===== src/rtl/accumulator_pkg.sv =====
// Shared constants and helpers for the multi-channel accumulator and its edge detector.
package accumulator_pkg;

    localparam bit ACC_MODE_WRAP = 1'b0;
    localparam bit ACC_MODE_SAT  = 1'b1;

    // A single channel still needs a 1-bit select port.
    function automatic int ch_width(input int n);
        return (n <= 1) ? 1 : $clog2(n);
    endfunction

endpackage


===== src/rtl/rising_edge_shot.sv =====
// Registered rising-edge detector: one-cycle shot the edge after level goes 0 -> 1.
module rising_edge_shot (
    input  logic clk,
    input  logic reset,
    input  logic level,
    output logic shot
);

    logic hist;

    // History resets to 0, so a level already high at reset release yields one shot.
    always_ff @(posedge clk or posedge reset) begin
        if (reset) begin
            hist <= 1'b0;
            shot <= 1'b0;
        end else begin
            hist <= level;
            shot <= level & ~hist;
        end
    end

endmodule


===== src/rtl/accumulator_multichannel.sv =====
// CHANNELS independent running sums, one add per enable rising edge, with
// wrap/saturate overflow, per-channel clear, sticky overflow flags and a registered read port.
module accumulator_multichannel
    import accumulator_pkg::*;
#(
    parameter int WORD_LENGTH = 8,
    parameter int ACC_LENGTH  = 12,
    parameter int CHANNELS    = 4,
    parameter bit SATURATE    = ACC_MODE_SAT,
    localparam int CH_W       = ch_width(CHANNELS)
) (
    input  logic                   clk,
    input  logic                   reset,
    input  logic                   enable,
    input  logic [CH_W-1:0]        channel,
    input  logic [WORD_LENGTH-1:0] Data_Input,
    input  logic                   clear,
    input  logic                   Read,
    output logic [ACC_LENGTH-1:0]  Data_Output,
    output logic                   Data_Valid,
    output logic [CHANNELS-1:0]    Overflow
);

    logic                   shot;
    logic [CH_W-1:0]        pend_ch;
    logic [WORD_LENGTH-1:0] pend_data;
    logic [ACC_LENGTH-1:0]  acc [CHANNELS];
    logic [ACC_LENGTH-1:0]  acc_sel;
    logic [ACC_LENGTH-1:0]  rd_sel;
    logic [ACC_LENGTH-1:0]  add_result;
    logic [ACC_LENGTH:0]    sum;
    logic                   add_carry;

    rising_edge_shot u_shot (
        .clk   (clk),
        .reset (reset),
        .level (enable),
        .shot  (shot)
    );

    // Capturing every cycle is enough: the shot is only ever paired with the
    // operands sampled on the same edge that produced it.
    always_ff @(posedge clk or posedge reset) begin
        if (reset) begin
            pend_ch   <= '0;
            pend_data <= '0;
        end else begin
            pend_ch   <= channel;
            pend_data <= Data_Input;
        end
    end

    // Out-of-range selects match no channel, so the add mux and read mux both fall back to 0.
    always_comb begin
        acc_sel = '0;
        rd_sel  = '0;
        for (int i = 0; i < CHANNELS; i++) begin
            if (pend_ch == CH_W'(i)) acc_sel = acc[i];
            if (channel == CH_W'(i)) rd_sel  = acc[i];
        end
        sum       = {1'b0, acc_sel} + (ACC_LENGTH+1)'(pend_data);
        add_carry = sum[ACC_LENGTH];
        if (add_carry && (SATURATE == ACC_MODE_SAT)) add_result = '1;
        else                                         add_result = sum[ACC_LENGTH-1:0];
    end

    // Clear has priority over a pending add to the same channel.
    always_ff @(posedge clk or posedge reset) begin
        if (reset) begin
            for (int i = 0; i < CHANNELS; i++) acc[i] <= '0;
            Overflow <= '0;
        end else begin
            for (int i = 0; i < CHANNELS; i++) begin
                if (clear && (channel == CH_W'(i))) begin
                    acc[i]      <= '0;
                    Overflow[i] <= 1'b0;
                end else if (shot && (pend_ch == CH_W'(i))) begin
                    acc[i] <= add_result;
                    if (add_carry) Overflow[i] <= 1'b1;
                end
            end
        end
    end

    // Read/Data_Valid: a Read sampled at an edge strobes Data_Valid for the next
    // cycle with Data_Output holding the pre-update value; there is no back-pressure.
    always_ff @(posedge clk or posedge reset) begin
        if (reset) begin
            Data_Output <= '0;
            Data_Valid  <= 1'b0;
        end else begin
            Data_Valid <= Read;
            if (Read) Data_Output <= rd_sel;
        end
    end

endmodule


===== config.mk =====
export PLATFORM = sky130hd
export DESIGN_NAME = accumulator_multichannel
export DESIGN_NICKNAME = d
export VERILOG_FILES = /design/src/rtl/accumulator_pkg.sv /design/src/rtl/rising_edge_shot.sv /design/src/rtl/accumulator_multichannel.sv
export SDC_FILE = /design/constraint.sdc
export NUM_CORES = 1
export LEC_CHECK = 0
export CORE_ASPECT_RATIO = 1.4
export CORE_MARGIN = 10
export CORE_UTILIZATION = 58
export DETAILED_ROUTE_END_ITERATION = 12
export GPL_TIMING_DRIVEN = 0
export PLACE_DENSITY = 0.79
export SKIP_LAST_GASP = 1
export SLEW_MARGIN = 0
export SYNTH_ARGS = -nofsm -noshare
export SYNTH_HDL_FRONTEND = slang
export SYNTH_SLANG_ARGS = --single-unit

===== constraint.sdc =====
create_clock -name clk -period 4.2 [get_ports clk]
set_input_delay 1.05 -clock clk [delete_from_list [all_inputs] [get_ports clk]]
set_output_delay 1.05 -clock clk [all_outputs]
set_load 0.02 [all_outputs]

==> summary.md, run 1 <==
| Metric | Value |
|---|---|
| Top Ports | `32` |
| Finished Core Util | `~68%` |
| Final ANT Viol Nets | `0` |
| Die ar. | `between 10000 and 15000 sq um` |
| Pin count of the biggest net entering global routing | `44` |
| Post-synth EDFFs | `0` |
| Sequential share of the synthesized area | `between 40% and 50%` |
| Post-DP HPWL | `7220 um` |
| Vias in the first global route | `about 3200` |
| Final setup vio count | `0` |
| Reg2reg end | `acc[33]$_DFFE_PP0P_` |
| CP arrival | `~4100 ps` |
| Worst Setup End Kind | `flop` |
| Crit start category | `flop` |
| WP data required | `between 4000 and 5000 ps` |
| Clock buffer depth | `2` |
| Max-cap check violation count | `0` |
| Fill cell count | `520` |
| Core area | `just under 7000 sq um` |
| Number of port buffers | `31` |
| Ant diodes | `0` |
| Worst-Margin Slew | `between 800 and 900 ps` |
| Vias/cell | `between 6 and 7` |
| Crit-path cells | `buf_2 > buf_1 > mux4_2 > ha_1 > inv_1 > fa_1 > nand2b_1 > a21oi_1 > o21ai_0 > a211oi_1 > a211oi_2 > a211oi_1` |
| Min-delay src | `u_shot.hist$_DFF_PP0_` |
| Sequential cell area | `just under 2000 sq um` |
| Static leakage | `between 1.5 and 2 nW` |
| First-pass GRT wire length | `roughly 17000 um` |
| Hold-fix buffers, CTS | `0` |
| Delay-heaviest family, CP | `compound AO/OA/AOI/OAI gates` |
| Minimum clock period | `approximately 3800 ps` |
| Finished Cell Area | `roughly 4700 sq um` |
| Drt drc | `0` |
| Clk sinks | `slightly below 80` |
| Setup bufs post-CTS | `0` |
| First-pass DRT Iterations | `5` |
| Fin crit share | `between 90% and 100%` |
| Synth Cell Area | `approximately 4000 sq um` |
| GPL Wtd Cong | `0.915` |
| Worst-path maximum fanout | `10` |
| Reg2reg setup slack | `400 ps` |
| Total grt overflow | `0` |
| TritonCTS Buffers | `9` |
| Starting Density | `roughly three fifths` |
| Synth async-reset ratio | `100%` |
| Initial antenna violation count | `0` |
| Placed Instances | `473` |
| Hold depth | `1` |
| Hold crit path type | `flop to flop` |
| Fin. max-slew vios | `0` |
| Row cnt | `36` |
| CP bufs+invs | `3` |
| Synth-to-layout area growth | `15.9%` |
| Final hold violations | `0` |
| FMAX | `roughly 260 MHz` |
| Root buf cell | `clkbuf_8` |
| Nets | `413` |
| H-tree depth | `3` |
| Most used cell, CP | `a211oi_1` |
| Die W | `about 91 um` |
| Status | `completed` |
| Slowest CP cell | `buf_1` |
| Reg2Reg Depth | `12` |
| Peak VDD IR | `between 0.0003 and 0.0004 V` |
| Area of the multi-input gates | `approximately 2000 sq um` |
| Cells after Synth | `between 300 and 400` |
| Setup CP Type | `flop to flop` |
| DR vias | `slightly above 3000` |
| Mapped Nets | `between 300 and 400` |
| Routed wire length | `10300 um` |
| Non-filler instance count after layout | `about 500` |
| Pwr Density | `460 nW/um^2` |
| WHS Endpoint | `u_shot.shot$_DFF_PP0_` |
| Tot GR Track Use | `between 15 and 20%` |
| CTS tree | `yes` |
| # resized after CTS | `0` |
| Placed instance area | `approximately 4500 sq um` |
| Ys Warns | `0` |
| Unique cell type count in the Yosys netlist | `44` |
| Avg Cell Area, Syn | `between 10 and 15 sq um` |
| Routed wire per std cell | `roughly 21 um` |
| DR iter-0 viols | `around 320` |
| Worst relative slew slack | `42.6%` |
| Share of layout cells above drive strength 1 | `20.7%` |
| Crit path largest cell delay | `around 540 ps` |
| Synth Flop Type | `dfrtp_1` |
| Final Skew | `about 14 ps` |
| #FFs+latches synth | `between 70 and 80` |
| Later-pin clock latency in the skew report | `370 ps` |
| Die Y | `around 120 um` |
| RSZ-0062 raised after global routing | `no` |
| Clock slew at reported path FFs | `~80 ps` |
| RR Startpoint | `pend_ch[1]$_DFF_PP0_` |
cell usage after synthesis (2+ instances only):
| master | n | area (sq um) |
|---|---|---|
| a211oi_1 | 17 | 128 |
| a211oi_2 | 13 | 163 |
| a21o_1 | 7 | 52.6 |
| a21oi_1 | 25 | 125 |
| a21oi_4 | 3 | 48.8 |
| and2_1 | 2 | 12.5 |
| and3_1 | 2 | 12.5 |
| buf_1 | 2 | 7.51 |
| buf_2 | 4 | 20.0 |
| buf_6 | 2 | 22.5 |
| clkbuf_1 | 15 | 56.3 |
| dfrtp_1 | 77 | 1930 |
| ha_1 | 8 | 100 |
| inv_1 | 6 | 22.5 |
| mux2_2 | 13 | 146 |
| mux4_2 | 24 | 541 |
| nand2_1 | 20 | 75.1 |
| nand2b_1 | 3 | 18.8 |
| nand3_1 | 9 | 45.0 |
| nor2_1 | 40 | 150 |
| nor2_2 | 3 | 18.8 |
| nor2b_1 | 5 | 31.3 |
| nor3_1 | 2 | 10.0 |
| nor3b_1 | 2 | 15.0 |
| o211ai_1 | 2 | 15.0 |
| o21ai_0 | 13 | 65.1 |
| o31ai_1 | 5 | 37.5 |
| o41ai_1 | 4 | 35.0 |
| or2_2 | 2 | 12.5 |
| xnor2_1 | 2 | 17.5 |
metal layers:
| metal | track usage [%] | vias up | wire [um] |
|---|---|---|---|
| li1 | - | 1375 | - |
| met1 | 23.0 | 1547 | 3970 |
| met2 | 33.5 | 138 | 5250 |
| met3 | 6.10 | 23 | 813 |
| met4 | 8.78 | 0 | 287 |
| met5 | 0 | - | 0 |
where the power goes:
part / total [mW] / internal [mW] / switching (mW)
sequential: 0.927 / 0.850 / 0.0769
clock: 0.595 / 0.329 / 0.266
combinational: 0.646 / 0.303 / 0.344
total: 2.17 / 1.48 / 0.686
worst register-to-register path: cells and delay by family (launching register included):
kind                     cells  cell delay (ps)
flip-flops                   1              390
multiplexers                 1              340
buffers and inverters        3              840
AND/OR/NAND/NOR              1              190
AO/OA/AOI/OAI                5             1320
adder cells (fa/ha/maj)      2              610
cell families (layout without fill, tap and decap cells):
kind of cell    count (synthesis)  count (layout)  synth area share (%)
mux                            38              38                  17.1
compound gates                 94              94                  17.4
simple gates                   96              96                  11.3
buf+inv                        29              75                  3.17
xor+xnor                        3               3                 0.646
fa+ha+maj                       9               9                  2.95
flops                          77              77                  47.4
state kept, by name, summed over array words and instances (netlist names):
name / count
u_shot.shot: 1
u_shot.hist: 1
acc: 48
pend_ch: 2
Data_Output: 12
pend_data: 8
Overflow: 4
Data_Valid: 1
metrics by stage:
stage / power [mW] / setup TNS [ps] / hold slack, ps / setup slack [ps]
3_3_place_gp: 1.55 / -3050 / 383 / -44.9
2_1_floorplan: 1.39 / 0 / 378 / 1090
3_5_place_dp: 1.58 / 0 / 393 / 491
6_report: 2.17 / 0 / 404 / 399
4_1_cts: 2.17 / 0 / 403 / 464
5_1_grt: 2.27 / 0 / 412 / 178
cell type report:
class,instances,share of cell area [%]
Multi-Input combinational cell,240,42.7
Sequential cell,77,40.9
Timing Repair Buffer,32,7.01
Clock buffer,12,2.87
Tap cell,95,2.52
Buffer,23,2.26
Clock inverter,2,1.27
Inverter,6,0.531
worst max-delay path by stage:
stage	slack (ps)	cells after the start	endpoint	from
after detailed placement	490	12	acc[33]$_DFFE_PP0P_	pend_ch[1]$_DFF_PP0_
after global placement	-40	2	Data_Output[3]$_DFFE_PP0P_	reset
final	400	12	acc[33]$_DFFE_PP0P_	pend_ch[1]$_DFF_PP0_
after global routing	180	12	acc[33]$_DFFE_PP0P_	pend_ch[1]$_DFF_PP0_
after CTS	460	12	acc[33]$_DFFE_PP0P_	pend_ch[1]$_DFF_PP0_
after floorplan	1090	10	acc[45]$_DFFE_PP0P_	pend_ch[0]$_DFF_PP0_
placed cells by master (no fill, tap or decap), drive strengths merged, types with 4 or more instances in the layout:
cell            n
nand2          21
mux2           13
a21o            7
o21ai          14
clkdlybuf4s50  31
o41ai           4
nor2           44
o31ai           5
mux4           24
a21oi          28
ha              8
clkbuf         27
nor2b           5
a211oi         30
buf             9
dfrtp          77
nand3           9
inv             6
(Power assumes the default switching activity.)
==> inputs of run 2 (changes only) <==
CORE_MARGIN = default   (was 10)
GPL_ROUTABILITY_DRIVEN = 0   (was default)
==> run 2 against run 1 <==
Net effect:
- non-clock buffer count did not move
- via count increased by 2.0%
- largest cell class unchanged
- first-iteration DRC count grew 13%
- design area is 1.5% higher
- clock skew fell by 6.1 ps
- clock power up 24%
==> summary.md, run 2 (synthesis results as in run 1) <==
| Metric | Value |
|---|---|
| Status | `completed` |
| Worst relative slew slack | `45.6% (+2.9 points)` |
| Finished Core Util | `71.4% (+3.0 points)` |
| TritonCTS Buffers | `9 (unchanged)` |
| Hold crit path type | `flop to flop` |
| DR vias | `3144 (+2.0%)` |
| Ant diodes | `0 (unchanged)` |
| Nets | `413 (unchanged)` |
| Most common cell after layout, fill and taps aside | `dfrtp_1` |
| Final Skew | `7.54 ps (-6.09 ps)` |
| Reg2reg setup slack | `340 ps (-50 ps)` |
| Vias/cell | `6.47 (+2.2%)` |
| Worst-Margin Slew | `815 ps (-44.1 ps)` |
| Hold-fix buffers, CTS | `0 (unchanged)` |
| Routed wire length | `10300 um (+0.11%)` |
| H-tree depth | `3 (unchanged)` |
| Total grt overflow | `0 (unchanged)` |
| Max-cap check violation count | `0 (unchanged)` |
| Crit-path cells | `buf_2 > buf_1 > mux4_2 > ha_1 > inv_1 > fa_1 > nand2b_1 > a21oi_1 > o21ai_1 > a21oi_4 > buf_6 > nor2_2 > a211oi_1` |
| Die W | `72.8 um (-20%)` |
| Share of layout cells above drive strength 1 | `21.6% (+0.91 points)` |
| Tot Pwr | `2.32 mW (+7.1%)` |
| Worst Setup End Kind | `flop` |
| Clock slew at reported path FFs | `80 ps (about the same)` |
| Pin count of the biggest net entering global routing | `61 (+39%)` |
| Slowest CP cell | `buf_1` |
| Setup bufs post-CTS | `0 (unchanged)` |
| Delay-heaviest family, CP | `buffers and inverters` |
| Vias in the first global route | `3198 (+1.1%)` |
| Fin. max-slew vios | `0 (unchanged)` |
| First-pass GRT wire length | `16700 um (-1.1%)` |
| # resized after CTS | `0 (unchanged)` |
| CTS tree | `yes` |
| Routed wire per std cell | `21.3 um (+0.31%)` |
| Later-pin clock latency in the skew report | `360 ps (about the same)` |
| First-pass DRT Iterations | `5 (unchanged)` |
| Core area | `6700 sq um (-2.8%)` |
| Worst-path maximum fanout | `10 (unchanged)` |
| Setup CP Type | `flop to flop` |
| Die ar. | `7350 sq um (-32%)` |
| Placed Instances | `470 (-0.63%)` |
| Largest regs | `acc: 48 flops, Data_Output: 12 flops, pend_data: 8 flops` |
| Minimum clock period | `3860 ps (+54.4 ps)` |
| Starting Density | `60.7% (+1.7 points)` |
| Pwr Density | `486 nW/um^2 (+5.6%)` |
| Non-filler instance count after layout | `486 (-0.21%)` |
| Largest Register | `acc` |
| Final ANT Viol Nets | `0 (unchanged)` |
| Final setup vio count | `0 (unchanged)` |
| Worst Hold Margin | `434 ps (+29.2 ps)` |
| Most frequent cells in the layout | `dfrtp_1, nor2_1, clkdlybuf4s50_1, a21oi_1, mux4_2` |
| Placed instance area | `4520 sq um (about the same)` |
| Finished Cell Area | `4780 sq um (+1.5%)` |
| Drt drc | `0 (unchanged)` |
| Initial antenna violation count | `0 (unchanged)` |
| Final hold violations | `0 (unchanged)` |
| DR iter-0 viols | `356 (+13%)` |
| WP data required | `4460 ps (about the same)` |
| Clock buffer depth | `2 (unchanged)` |
| Static leakage | `2.01 nW (+1.9%)` |
| Worst setup margin | `344 ps (-54.4 ps)` |
| CP arrival | `4110 ps (+50 ps)` |
| Crit start category | `flop` |
| Max FFs per register | `48 (unchanged)` |
| Fin crit share | `91.8% (+1.3 points)` |
| Crit path largest cell delay | `570 ps (+30 ps)` |
| Top Ports | `32 (unchanged)` |
| FMAX | `259 MHz (-1.4%)` |
| TNS Setup | `0 ps (unchanged)` |
| Post-DP HPWL | `7050 um (-2.3%)` |
| Peak VDD IR | `0.000353 V (+13%)` |
| RSZ-0062 raised after global routing | `no` |
| Die Y | `101 um (-15%)` |
| CP bufs+invs | `4 (+1)` |
| Number of port buffers | `31 (unchanged)` |
| Synth-to-layout area growth | `17.6%` |
| Setup WS pre-CTS | `413 ps (-78.5 ps)` |
| Root buf cell | `clkbuf_8` |
| Tot GR Track Use | `31.7% (+12 points)` |
| Clk sinks | `77 (unchanged)` |
| Fill cell count | `460 (-12%)` |
| Row cnt | `35 (-2.8%)` |
-- run 2: per-layer routing --
layer	vias up	routed length [um]	global-route usage, %
li1	1374	-	-
met2	195	5360	51.4
met5	-	0	0
met1	1543	3730	39.4
met3	32	866	5.00
met4	0	382	20.5
-- run 2: worst paths after layout --
path | start | endpoint | depth (start not counted)
min reg2reg | u_shot.hist$_DFF_PP0_ | u_shot.shot$_DFF_PP0_ | 1
max in group asynchronous | reset | pend_data[3]$_DFF_PP0_ | 3
max reg2reg | pend_ch[1]$_DFF_PP0_ | acc[15]$_DFFE_PP0P_ | 13
max | pend_ch[1]$_DFF_PP0_ | acc[15]$_DFFE_PP0P_ | 13
min in group asynchronous | reset | acc[47]$_DFFE_PP0P_ | 2
min | u_shot.hist$_DFF_PP0_ | u_shot.shot$_DFF_PP0_ | 1
-- run 2: layout make-up --
| cell class | instances | area (sq um) | area share, % |
|---|---|---|---|
| Inverter | 6 | 25.0 | 0.523 |
| Timing Repair Buffer | 32 | 338 | 7.06 |
| Tap cell | 92 | 115 | 2.41 |
| Buffer | 23 | 106 | 2.22 |
| Multi-Input combinational cell | 240 | 2010 | 42.0 |
| Sequential cell | 77 | 1930 | 40.3 |
| Clock inverter | 6 | 134 | 2.80 |
| Clock buffer | 10 | 128 | 2.67 |
-- run 2: worst register-to-register path, stage by stage, from the launching register on --
cell and delay [ps]:
dfrtp_1 410, buf_2 240, buf_1 570, mux4_2 340, ha_1 240, inv_1 80
fa_1 370, nand2b_1 190, a21oi_1 330, o21ai_1 210, a21oi_4 230, buf_6 210
nor2_2 90, a211oi_1 240
-- run 2: power by group --
group          switching [mW]  internal [mW]
logic                   0.357          0.304
clock network           0.279          0.456
registers              0.0775          0.850
